### config.mk
export PLATFORM = sky130hd
export DESIGN_NAME = mp_add_seq_flat
export DESIGN_NICKNAME = d
export VERILOG_FILES = /design/src/rtl/mp_add_seq_if.sv /design/src/rtl/mp_add_seq.sv /design/src/flat_wrapper.sv
export SDC_FILE = /design/constraint.sdc
export NUM_CORES = 1
export LEC_CHECK = 0
export ABC_CLOCK_PERIOD_IN_PS = 4400
export BUFFER_PORTS_ARGS = -buffer_cell sky130_fd_sc_hd__clkbuf_2
export CAP_MARGIN = 5
export CORE_AREA = 2 2 188 190
export DETAILED_ROUTE_END_ITERATION = 6
export DIE_AREA = 0 0 190 192
export PLACE_DENSITY = 0.76
export SLEW_MARGIN = 20
export SYNTH_ARGS = -nofsm -noshare
export SYNTH_HDL_FRONTEND = slang
export SYNTH_SLANG_ARGS = --single-unit
### constraint.sdc
create_clock -name clk -period 4.4 [get_ports clk]
set_clock_uncertainty 0.2 [all_clocks]
set_input_delay 0.22 -clock clk [delete_from_list [all_inputs] [get_ports clk]]
set_output_delay 0.22 -clock clk [all_outputs]
set_load 0.02 [all_outputs]
### src/rtl/mp_add_seq_if.sv
// Request/result bundle for the multi-precision add/subtract sequencer.
// Both sides use valid/ready handshakes; operands and result are 32*WORDS bits wide.
interface mp_add_seq_if #(
  parameter int WORDS = 4
);
  logic                  in_valid;
  logic                  in_ready;
  logic [32*WORDS-1:0]   op_a;
  logic [32*WORDS-1:0]   op_b;
  logic                  sub;
  logic                  out_valid;
  logic                  out_ready;
  logic [32*WORDS-1:0]   result;
  logic                  carry_out;
  logic                  overflow;

  modport master (
    output in_valid, op_a, op_b, sub, out_ready,
    input  in_ready, out_valid, result, carry_out, overflow
  );

  modport slave (
    input  in_valid, op_a, op_b, sub, out_ready,
    output in_ready, out_valid, result, carry_out, overflow
  );
endinterface

### src/rtl/mp_add_seq.sv
// Multi-precision add/sub, one 32-bit limb per cycle through a shared adder; result valid WORDS+1 cycles after accept.
// Backpressure: the result holds in DONE until out_ready; new requests wait (in_ready=0) until the sequencer is idle.
module adder_32bits (
  input  logic [31:0] a,
  input  logic [31:0] b,
  input  logic        ci,
  output logic [31:0] s,
  output logic        co
);
  assign {co, s} = {1'b0, a} + {1'b0, b} + {32'b0, ci};
endmodule

module mp_add_seq #(
  parameter int WORDS = 4
) (
  input logic          clk,
  input logic          rst_n,
  mp_add_seq_if.slave  bus
);
  localparam int IDXW = (WORDS > 1) ? $clog2(WORDS) : 1;

  localparam logic [1:0] ST_IDLE = 2'd0;
  localparam logic [1:0] ST_RUN  = 2'd1;
  localparam logic [1:0] ST_DONE = 2'd2;

  logic [1:0]             state;
  logic [WORDS-1:0][31:0] a_q;
  logic [WORDS-1:0][31:0] b_q;
  logic [WORDS-1:0][31:0] res_q;
  logic                   sub_q;
  logic                   carry_q;
  logic                   co_q;
  logic                   ov_q;
  logic [IDXW-1:0]        idx;

  logic [31:0] add_a;
  logic [31:0] add_b;
  logic [31:0] add_s;
  logic        add_ci;
  logic        add_co;
  logic        last;

  assign add_a  = a_q[idx];
  assign add_b  = b_q[idx];
  // Subtract is a + ~b + 1: the +1 enters as the carry-in of limb 0.
  assign add_ci = (idx == '0) ? sub_q : carry_q;
  assign last   = (idx == IDXW'(WORDS - 1));

  adder_32bits u_adder (
    .a  (add_a),
    .b  (add_b),
    .ci (add_ci),
    .s  (add_s),
    .co (add_co)
  );

  assign bus.in_ready  = (state == ST_IDLE);
  assign bus.out_valid = (state == ST_DONE);
  assign bus.result    = res_q;
  assign bus.carry_out = co_q;
  assign bus.overflow  = ov_q;

  always_ff @(posedge clk or negedge rst_n) begin
    if (!rst_n) begin
      state   <= ST_IDLE;
      a_q     <= '0;
      b_q     <= '0;
      res_q   <= '0;
      sub_q   <= 1'b0;
      carry_q <= 1'b0;
      co_q    <= 1'b0;
      ov_q    <= 1'b0;
      idx     <= '0;
    end else begin
      case (state)
        ST_IDLE: begin
          if (bus.in_valid) begin
            a_q   <= bus.op_a;
            b_q   <= bus.sub ? ~bus.op_b : bus.op_b;
            sub_q <= bus.sub;
            idx   <= '0;
            state <= ST_RUN;
          end
        end
        ST_RUN: begin
          res_q[idx] <= add_s;
          carry_q    <= add_co;
          if (last) begin
            co_q  <= add_co;
            ov_q  <= (add_a[31] == add_b[31]) & (add_s[31] != add_a[31]);
            idx   <= '0;
            state <= ST_DONE;
          end else begin
            idx <= idx + IDXW'(1);
          end
        end
        ST_DONE: begin
          if (bus.out_ready) state <= ST_IDLE;
        end
        default: state <= ST_IDLE;
      endcase
    end
  end
endmodule

### src/flat_wrapper.sv
// flat-port wrapper written by rule: the top's interface ports become plain ports
module mp_add_seq_flat 
#(
  parameter int WORDS = 4
)
  (clk, rst_n, bus_in_valid, bus_op_a, bus_op_b, bus_sub, bus_out_ready, bus_in_ready, bus_out_valid, bus_result, bus_carry_out, bus_overflow);
  mp_add_seq_if #(.WORDS(WORDS)) bus_i ();
  input logic clk;
  input logic rst_n;
  input wire logic [$bits(bus_i.in_valid)-1:0] bus_in_valid;
  input wire logic [$bits(bus_i.op_a)-1:0] bus_op_a;
  input wire logic [$bits(bus_i.op_b)-1:0] bus_op_b;
  input wire logic [$bits(bus_i.sub)-1:0] bus_sub;
  input wire logic [$bits(bus_i.out_ready)-1:0] bus_out_ready;
  output wire logic [$bits(bus_i.in_ready)-1:0] bus_in_ready;
  output wire logic [$bits(bus_i.out_valid)-1:0] bus_out_valid;
  output wire logic [$bits(bus_i.result)-1:0] bus_result;
  output wire logic [$bits(bus_i.carry_out)-1:0] bus_carry_out;
  output wire logic [$bits(bus_i.overflow)-1:0] bus_overflow;
  assign bus_i.in_valid = bus_in_valid;
  assign bus_i.op_a = bus_op_a;
  assign bus_i.op_b = bus_op_b;
  assign bus_i.sub = bus_sub;
  assign bus_i.out_ready = bus_out_ready;
  assign bus_in_ready = bus_i.in_ready;
  assign bus_out_valid = bus_i.out_valid;
  assign bus_result = bus_i.result;
  assign bus_carry_out = bus_i.carry_out;
  assign bus_overflow = bus_i.overflow;
  mp_add_seq #(.WORDS(WORDS)) u_core (.clk(clk), .rst_n(rst_n), .bus(bus_i));
endmodule
* Word-level counts from Yosys, hierarchy flattened
Index checks and enable logic that the tools add are counted.
** Cells by class
- Magnitude comparators :: 2
- $add $sub $neg :: 3
- Bitwise gates (word level) :: 2
- Mux-type cells :: 16
- Equality and inequality tests :: 8
- Reductions and logical operators :: 8
** Operator list (number)
- 32-bit binary-select mux with 2-bit select :: 2
- 128-bit bitwise mux :: 1
- 128-bit two-way mux :: 1
- 128-bit NOT :: 1
- 32-bit two-way mux :: 3
- 32-bit demux with 2-bit select :: 1
- 32-bit by 32-bit adder with 33-bit output :: 1
- 33-bit by 1-bit adder with 33-bit output :: 1
- 2-bit two-way mux :: 5
- 2-bit one-hot mux with 3 select lines :: 1
- 2-bit AND reduction :: 3
- 2-bit == test (second input constant) :: 2
- 2-bit zero test :: 2
- 2-bit != test (second input constant) :: 2
- 2-bit one-hot mux with 2 select lines :: 1
- 2-bit by 3-bit < comparator with 1-bit output (second input constant) :: 1
- 3-bit AND reduction :: 1
- 2-bit by 1-bit adder with 2-bit output (second input constant) :: 1
- 2-bit by 1-bit == test with 1-bit output (second input constant) :: 1
- 2-bit by 1-bit >= comparator with 1-bit output (second input constant) :: 1
- 2-bit by 1-bit != test with 1-bit output (second input constant) :: 1
- 2-bit nonzero test :: 1
- 1-bit bitwise AND :: 1
- 1-bit == test :: 1
- other kinds (3) :: 3
** Word-level totals
- Word-level logic and storage cells :: 57
- Input port bits :: 261
- Register bits after elaboration :: 392

* Logic depth before layout (Yosys ltp)
Gate-level depths: netlist (run 1).
- Word-level depth :: 6
- Gate-level depth with buffers :: 16

* Cells and area by module
From an unflattened synthesis (run 1), not the netlist that was laid out.
** Second synthesis, totals
- Cells, all modules :: 1458
- Area, all modules :: 18878.1 sq um
** Modules (own cells, without submodules)
- mp_add_seq :: seq. area each 9809.4 sq um, cells each 1214, area each 17127.7 sq um, times used 1
- adder_32bits :: seq. area each 0.0 sq um, cells each 244, area each 1750.4 sq um, times used 1

* Worst setup path after synthesis (run 1)
No wires, ideal clock.
- Kind :: flip-flop to flip-flop
- From :: register u_core.idx[0]
- To :: register u_core.res_q (netlist bit u_core.bus.result[28])
- Required time :: 4.123 ns
- Cell stages (with the launch flop) :: 17
- Arrival time :: 3.544 ns
- Setup slack :: 0.579 ns
- Path through :: dfrtp_1 -> clkbuf_1 -> buf_2 -> buf_2 -> inv_1 -> ha_1 -> mux2i_1 -> fa_1 -> inv_1 -> fa_1 -> a21o_1 -> a221oi_4 -> o21ai_2 -> o21ai_2 -> mux2i_1 -> a2111o_1 -> o21ai_1
** Between the ends
- Cells in the longest elaborated chain, start to end :: 5
** RTL lines
- from (decl) :: line mp_add_seq.sv:34 : logic [IDXW-1:0] idx;
- from (signal assigned) :: line mp_add_seq.sv:94 : idx <= idx + IDXW'(1);
- 32-bit binary-select mux with 2-bit select, or another cell as far along :: line mp_add_seq.sv:43 : assign add_a = a_q[idx];
- 32-bit two-way mux (implied by the code), or another cell as far along :: line mp_add_seq.sv:43
- 32-bit by 32-bit adder with 33-bit output / 32-bit two-way mux (equally long branches) :: line mp_add_seq.sv:10, mp_add_seq.sv:86
- 33-bit by 1-bit adder with 33-bit output / 32-bit demux with 2-bit select (equally long branches)
- 128-bit bitwise mux (*) :: line mp_add_seq.sv:86 : res_q[idx] <= add_s;
- to (signal, indexed assignment) :: line mp_add_seq.sv:86
- to (decl) :: line mp_add_seq.sv:29 : logic [WORDS-1:0][31:0] res_q;
Mark *: on every way between the ends. The rest lies on a longest branch, timed or not. The select of a mux whose other input is x is not followed.
A chain may end at the register's enable or synchronous reset.

* Worst setup path in the final report (run 1)
- From :: register u_core.idx[0]
- To :: register u_core.res_q (netlist bit u_core.bus.result[55])
Same word-level chain as after synthesis.

==> results.json, run 1 <==
{
  "place_congestion": 0.897,
  "r2r_slack_ns": 0.27,
  "setup-tns-final_ns": 0,
  "synth_area_um2": 18700,
  "yosysMostFrequentCell": "dfrtp_1",
  "rows": 68,
  "drt-total-wl_um": 60900,
  "hold_path_class": "primary input to async pin",
  "synth_nets": 1929,
  "num_vias": 15700,
  "die_area_um2": 36500,
  "stdcell_area_um2": 25200,
  "numCtsBuffers": 41,
  "synth.top_cells.by_count": "dfrtp_1 (392), a21oi_1 (169), nand2_1 (157)",
  "critical_path.startpoint": "u_core.idx[0]",
  "fin_crit_sh": 0.939,
  "slew_violations": 0,
  "io_pins": 393,
  "nNetsFinal": 2533,
  "netlist_instances": 1631,
  "insertion_delay_ns": 0.55,
  "synthFlopType": "dfrtp_1",
  "rsz0062_at_grt": "false",
  "critPathTopFamily": "compound AO/OA/AOI/OAI gates",
  "drc": 0,
  "antenna_left": 0,
  "yosys.area.top_type": "dfrtp_1",
  "area_growth_pct": 34.5,
  "cts_sinks": 392,
  "slew_headroom": 0.282,
  "ys_seq_elements": 392,
  "multiInputGateArea_um2": 8420,
  "crit_buf_inv": 1,
  "synth_edf_count": 0,
  "cts_root_buffer": "clkbuf_16",
  "slowest_stage": "mux4_2",
  "grt_overflow": 0,
  "path_class": "flip-flop to flip-flop",
  "syn_area_per_cell_um2": 11.5,
  "cpPeakStageDelay_ns": 0.59,
  "fillCellCount": 2193,
  "netlist.area_leader.share": 0.524,
  "initialDrtViolationCount": 1186,
  "cp.required_ns": 4.58,
  "cp_data_arrival_time_ns": 4.31,
  "crit_chain": "buf_12 -> mux4_2 -> ha_1 -> nand4_2 -> a2111oi_4 -> o21ai_2 -> a31oi_4 -> a21oi_1 -> xor2_1 -> o21ai_0",
  "synthArstFlopShare": 1.00,
  "drive_gt1_frac": 0.312,
  "hold_viol": 0,
  "netlist_top_cells_area": "dfrtp_1 (52%), mux2_2 (8.0%), mux4_2 (7.7%)",
  "r2r_end": "u_core.bus.result[55]",
  "grt_use_total": 0.337,
  "postCtsHoldBufs": 259,
  "cts_tree": "done",
  "setup_viol": 0,
  "fmax_mhz": 242,
  "max_cap_violations": 0,
  "grt_max_degree": 158,
  "cts.path.max_buffers": 3,
  "hpwl_um": 37300,
  "dp_cells": 2388,
  "wl_per_cell_um": 22.3,
  "clkTransAtPathRegs_ns": 0.06,
  "seqCellArea_um2": 9820,
  "status": "finished clean",
  "first_global_vias": 16300,
  "post-cts-setup-buffer-count": 0,
  "critPathLaunchType": "flip-flop",
  "drt_first_pass_iters": 5,
  "die_h_um": 192,
  "io_buffers": 392,
  "placed_area_um2": 21100,
  "reg2regPathDepth": 10,
  "instances_no_fill": 2730,
  "netlist-cell-type-count": 62,
  "fp.coreArea_um2": 34300,
  "crit_path_max_fanout": 45,
  "synth_seq_area_share": 0.524,
  "viasPerCell": 5.74,
  "worstMarginPinSlew_ns": 1.08,
  "crit_path_end_kind": "flip-flop",
  "reg2reg_from": "u_core.idx[0]",
  "grt_pass1_wl_um": 93200,
  "fp.dieW_um": 190,
  "cts_resized": 0,
  "yosysWarnings": 0,
  "post-place-ws_ns": 0.294,
  "antenna_found_initial": 7,
  "initial_utilization": 0.545,
  "worst_slack_ns": 0.267,
  "critical_path_depth": 10,
  "min_period_ns": 4.13,
  "h-tree-depth": 2
}
[routing by layer]
metal | share of wire | global-route usage
met4 | 0.044 | 0.140
met2 | 0.49 | 0.562
met1 | 0.39 | 0.434
met5 | 0 | 0
met3 | 0.081 | 0.0669
[worst reg2reg max path: cells and delay by family, from the launching register on]
| kind | cells | cell delay, ns |
|---|---|---|
| mux | 1 | 0.64 |
| buf+inv | 1 | 0.35 |
| flops | 1 | 0.48 |
| fa+ha+maj | 1 | 0.47 |
| compound gates | 5 | 1.18 |
| simple gates | 1 | 0.24 |
| xor+xnor | 1 | 0.43 |
[flip-flops by register name, summed over array words and instances, names as in the netlist]
register              count
u_core.a_q              128
u_core.b_q              128
u_core.bus.carry_out      1
u_core.bus.overflow       1
u_core.bus.result       128
u_core.carry_q            1
u_core.idx                2
u_core.state              2
u_core.sub_q              1
[area by class of cell]
cell class | count | share of cell area
Tap cell | 455 | 0.0226
Clock inverter | 17 | 0.00985
Sequential cell | 392 | 0.390
Timing Repair Buffer | 671 | 0.191
Antenna cell | 7 | 0.000696
Clock buffer | 59 | 0.0487
Inverter | 14 | 0.00209
Multi-Input combinational cell | 1115 | 0.335
[kinds of logic (layout without fill, tap and decap cells)]
group | count (synthesis) | count (layout) | synth area share
AO/OA/AOI/OAI | 372 | 372 | 0.115
XOR/XNOR | 155 | 155 | 0.0730
adder cells (fa/ha/maj) | 37 | 37 | 0.0256
buffers and inverters | 124 | 761 | 0.0262
flip-flops | 392 | 392 | 0.524
multiplexers | 200 | 200 | 0.159
other | 0 | 7 | 0
AND/OR/NAND/NOR | 351 | 351 | 0.0766
[how the worst max path moves through the flow]
stage | endpoint | slack (ns)
after global placement | u_core.bus.result[23] | 0.37
after floorplan | u_core.bus.result[28] | 0.58
after detailed placement | u_core.bus.result[87] | 0.29
final | u_core.bus.result[55] | 0.27
after CTS | u_core.bus.result[55] | 0.25
after global routing | u_core.bus.result[55] | 0.06
[metrics by stage]
stage                util  hold slack (ns)
finish              0.734            0.137
global route        0.734            0.203
CTS                 0.733            0.157
detailed placement  0.615            0.124
global placement    0.615            0.124
floorplan               -           -0.276
[cells in the final DEF (no fill, tap or decap), types with 4 or more instances in the layout]
cell,instances
nor2_1,152
o31ai_1,7
o211ai_1,4
dfrtp_1,390
mux4_2,64
mux2_2,133
nand2_1,153
o21ai_1,20
clkbuf_8,9
a21oi_1,169
buf_12,7
buf_4,13
nor3_1,6
o21a_1,5
bufinv_16,6
clkinv_2,7
clkbuf_16,43
nand2_2,4
dlygate4sd3_1,259
clkbuf_1,7
a21oi_2,4
nand3_1,9
xor2_1,12
inv_1,14
nand4_1,6
diode_2,7
xnor2_1,142
clkbuf_2,390
ha_1,35
a21o_1,14
nand2b_1,4
o21ai_0,113
Power of run 1 is not shown: default switching activity piles up to over one toggle a cycle in this logic, so the estimate is an artifact.
==> run 2, diff against run 1 <==
- ABC_AREA: unset -> 1
- CORE_AREA: 2 2 188 190 -> 2 2 192 194
- DIE_AREA: 0 0 190 192 -> 0 0 194 196
- PLACE_DENSITY: 0.76 -> 0.77
==> run 2 against run 1 <==
Compared with the run above:
- sequential cell count is the same
- synthesized cell count grew 55%
- cell count grew 32%
- non-clock buffer count grew 1
- worst setup slack gained 0.27 ns
- register-to-register slack gained 0.27 ns
- hold slack is essentially flat
- final area grew 3.9%
- sequential share of layout area shrank 1.5 points
- first-iteration DRC count grew 76%
- global-route usage grew 3.5 points
- wire length grew 16%
- critical endpoint is now u_core.bus.result[74]
- largest cell class unchanged
- highest routed layer is now met5
==> results.json, run 2 <==
{
  "syn_area_per_cell_um2": 7.91,
  "numCtsBuffers": 41,
  "cts_resized": 0,
  "drc": 0,
  "yosysWarnings": 0,
  "drt_first_pass_iters": 6,
  "yosys.area.top_type": "dfrtp_1",
  "worstMarginPinSlew_ns": 1.06,
  "netlist_top_cells_area": "dfrtp_1 (49%), nand2_1 (18%), o21ai_0 (7.0%)",
  "synth_nets": 2821,
  "worst_slack_ns": 0.538,
  "power.leakage_nw": 13.6,
  "num_antenna_cells": 0,
  "post-cts-setup-buffer-count": 0,
  "antenna_left": 0,
  "r2r_end": "u_core.bus.result[74]",
  "fmax_mhz": 259,
  "hold_viol": 0,
  "netlist_instances": 2523,
  "hold_path_class": "primary input to async pin",
  "min_period_ns": 3.86,
  "wl_per_cell_um": 19.7,
  "final_util": 0.725,
  "critPathLaunchType": "flip-flop",
  "r2r_slack_ns": 0.54,
  "max_cap_violations": 0,
  "area_growth_pct": 30.9,
  "setup-tns-final_ns": 0,
  "die_h_um": 196,
  "io_pins": 393,
  "setup_viol": 0,
  "placed_area_um2": 22200,
  "reg2reg_from": "u_core.idx[0]",
  "die_area_um2": 38000,
  "fin_crit_sh": 0.878,
  "synthArstFlopShare": 1.00,
  "drive_gt1_frac": 0.179,
  "grt_use_total": 0.372,
  "slew_violations": 0,
  "insertion_delay_ns": 0.56,
  "synthFlopType": "dfrtp_1",
  "grt_max_degree": 227,
  "rows": 70,
  "grt_overflow": 0,
  "yosysMostFrequentCell": "nand2_1",
  "reg2regPathDepth": 13,
  "num_vias": 20200,
  "synth_area_um2": 20000,
  "fp.dieW_um": 194,
  "synth.top_cells.by_count": "nand2_1 (979), dfrtp_1 (392), o21ai_0 (281)",
  "viasPerCell": 5.61,
  "hold-worst-slack_ns": 0.137,
  "power_mw": 24.8,
  "stdcell_area_um2": 26100,
  "synth_edf_count": 0,
  "io_buffers": 392,
  "hpwl_um": 42300,
  "path_class": "flip-flop to flip-flop",
  "layout_common_cells": "nand2_1 (979), clkbuf_2 (390), dfrtp_1 (390)",
  "drt-total-wl_um": 70800,
  "cts_sinks": 392,
  "instances_no_fill": 3600,
  "power_density_nw_per_um2": 950,
  "status": "finished clean",
  "critical_path.startpoint": "u_core.idx[0]",
  "nNetsFinal": 3399,
  "initialDrtViolationCount": 2085,
  "grt_pass1_wl_um": 111000,
  "cts_tree": "done",
  "netlist.area_leader.share": 0.491,
  "cts.path.max_buffers": 3,
  "cp_data_arrival_time_ns": 4.05,
  "layout_commonest_cell": "nand2_1",
  "cts_root_buffer": "clkbuf_16",
  "dp_cells": 3267,
  "cp.required_ns": 4.59,
  "ys_seq_elements": 392,
  "clkTransAtPathRegs_ns": 0.06,
  "place_congestion": 0.936,
  "rsz0062_at_grt": "false",
  "peakVddDrop_v": 0.000551,
  "crit_path_max_fanout": 44,
  "fp.coreArea_um2": 36100,
  "postCtsHoldBufs": 259,
  "slew_headroom": 0.291,
  "post-place-ws_ns": 0.597,
  "synth_seq_area_share": 0.491,
  "netlist-cell-type-count": 40,
  "first_global_vias": 20000,
  "h-tree-depth": 2,
  "initial_utilization": 0.553,
  "crit_path_end_kind": "flip-flop",
  "antenna_found_initial": 2
}
[run 2: routing by layer]
layer  part of all wire  vias to the layer above  global-route usage  routed length (µm)
met3              0.094                      304              0.0775                6660
met5            0.00040                        -                   0                  28
met1               0.39                     9448               0.496               27900
met2               0.46                     1295               0.581               32400
li1                   -                     9140                   -                   -
met4              0.053                        4               0.187                3770
[run 2: worst max-delay path by stage]
stage / to / slack [ns] / depth (start not counted)
2_1_floorplan: u_core.bus.result[108] / 1.18 / 16
3_3_place_gp: u_core.bus.result[106] / 0.61 / 13
3_5_place_dp: u_core.bus.result[74] / 0.60 / 13
4_1_cts: u_core.bus.result[74] / 0.58 / 13
5_1_grt: u_core.bus.result[74] / 0.27 / 13
6_report: u_core.bus.result[74] / 0.54 / 13
[run 2: critical path, stage by stage (launching register included)]
cell and delay (ns):
dfrtp_4 0.50, inv_4 0.36, buf_4 0.46, o21ai_0 0.15
o22ai_1 0.26, ha_1 0.36, nand2_1 0.23, inv_1 0.06
nand2_1 0.07, nand2_1 0.07, inv_1 0.08, nand2_1 0.18
xnor2_1 0.54, o21ai_0 0.16
[run 2: power breakdown]
part / leakage [nW] / internal (mW) / total, mW / switching [mW]
clock: 0.686 / 2.11 / 3.57 / 1.47
sequential: 4.87 / 5.37 / 6.49 / 1.11
combinational: 8.02 / 4.45 / 14.8 / 10.3
total: 13.6 / 11.9 / 24.8 / 12.9
[run 2: cell families (layout without fill, tap and decap cells)]
logic type / count (synthesis) / in the layout / synth area share
and+or+nand+nor: 1300 / 1300 / 0.264
buffers and inverters: 273 / 882 / 0.0576
xor gates and xnor gates: 139 / 139 / 0.0617
DFF: 392 / 392 / 0.491
AOI/OAI and AO/OA: 381 / 381 / 0.101
adders and majority gates: 37 / 37 / 0.0239
muxes: 1 / 1 / 0.000501
[run 2: cell type report]
cell class | count | area, µm²
Clock buffer | 61 | 1220
Fill cell | 2616 | 9940
Multi-Input combinational cell | 1858 | 9020
Tap cell | 468 | 586
Clock inverter | 13 | 165
Timing Repair Buffer | 672 | 4820
Sequential cell | 392 | 9810
Inverter | 136 | 515
Power figures use the tool's default switching activity.
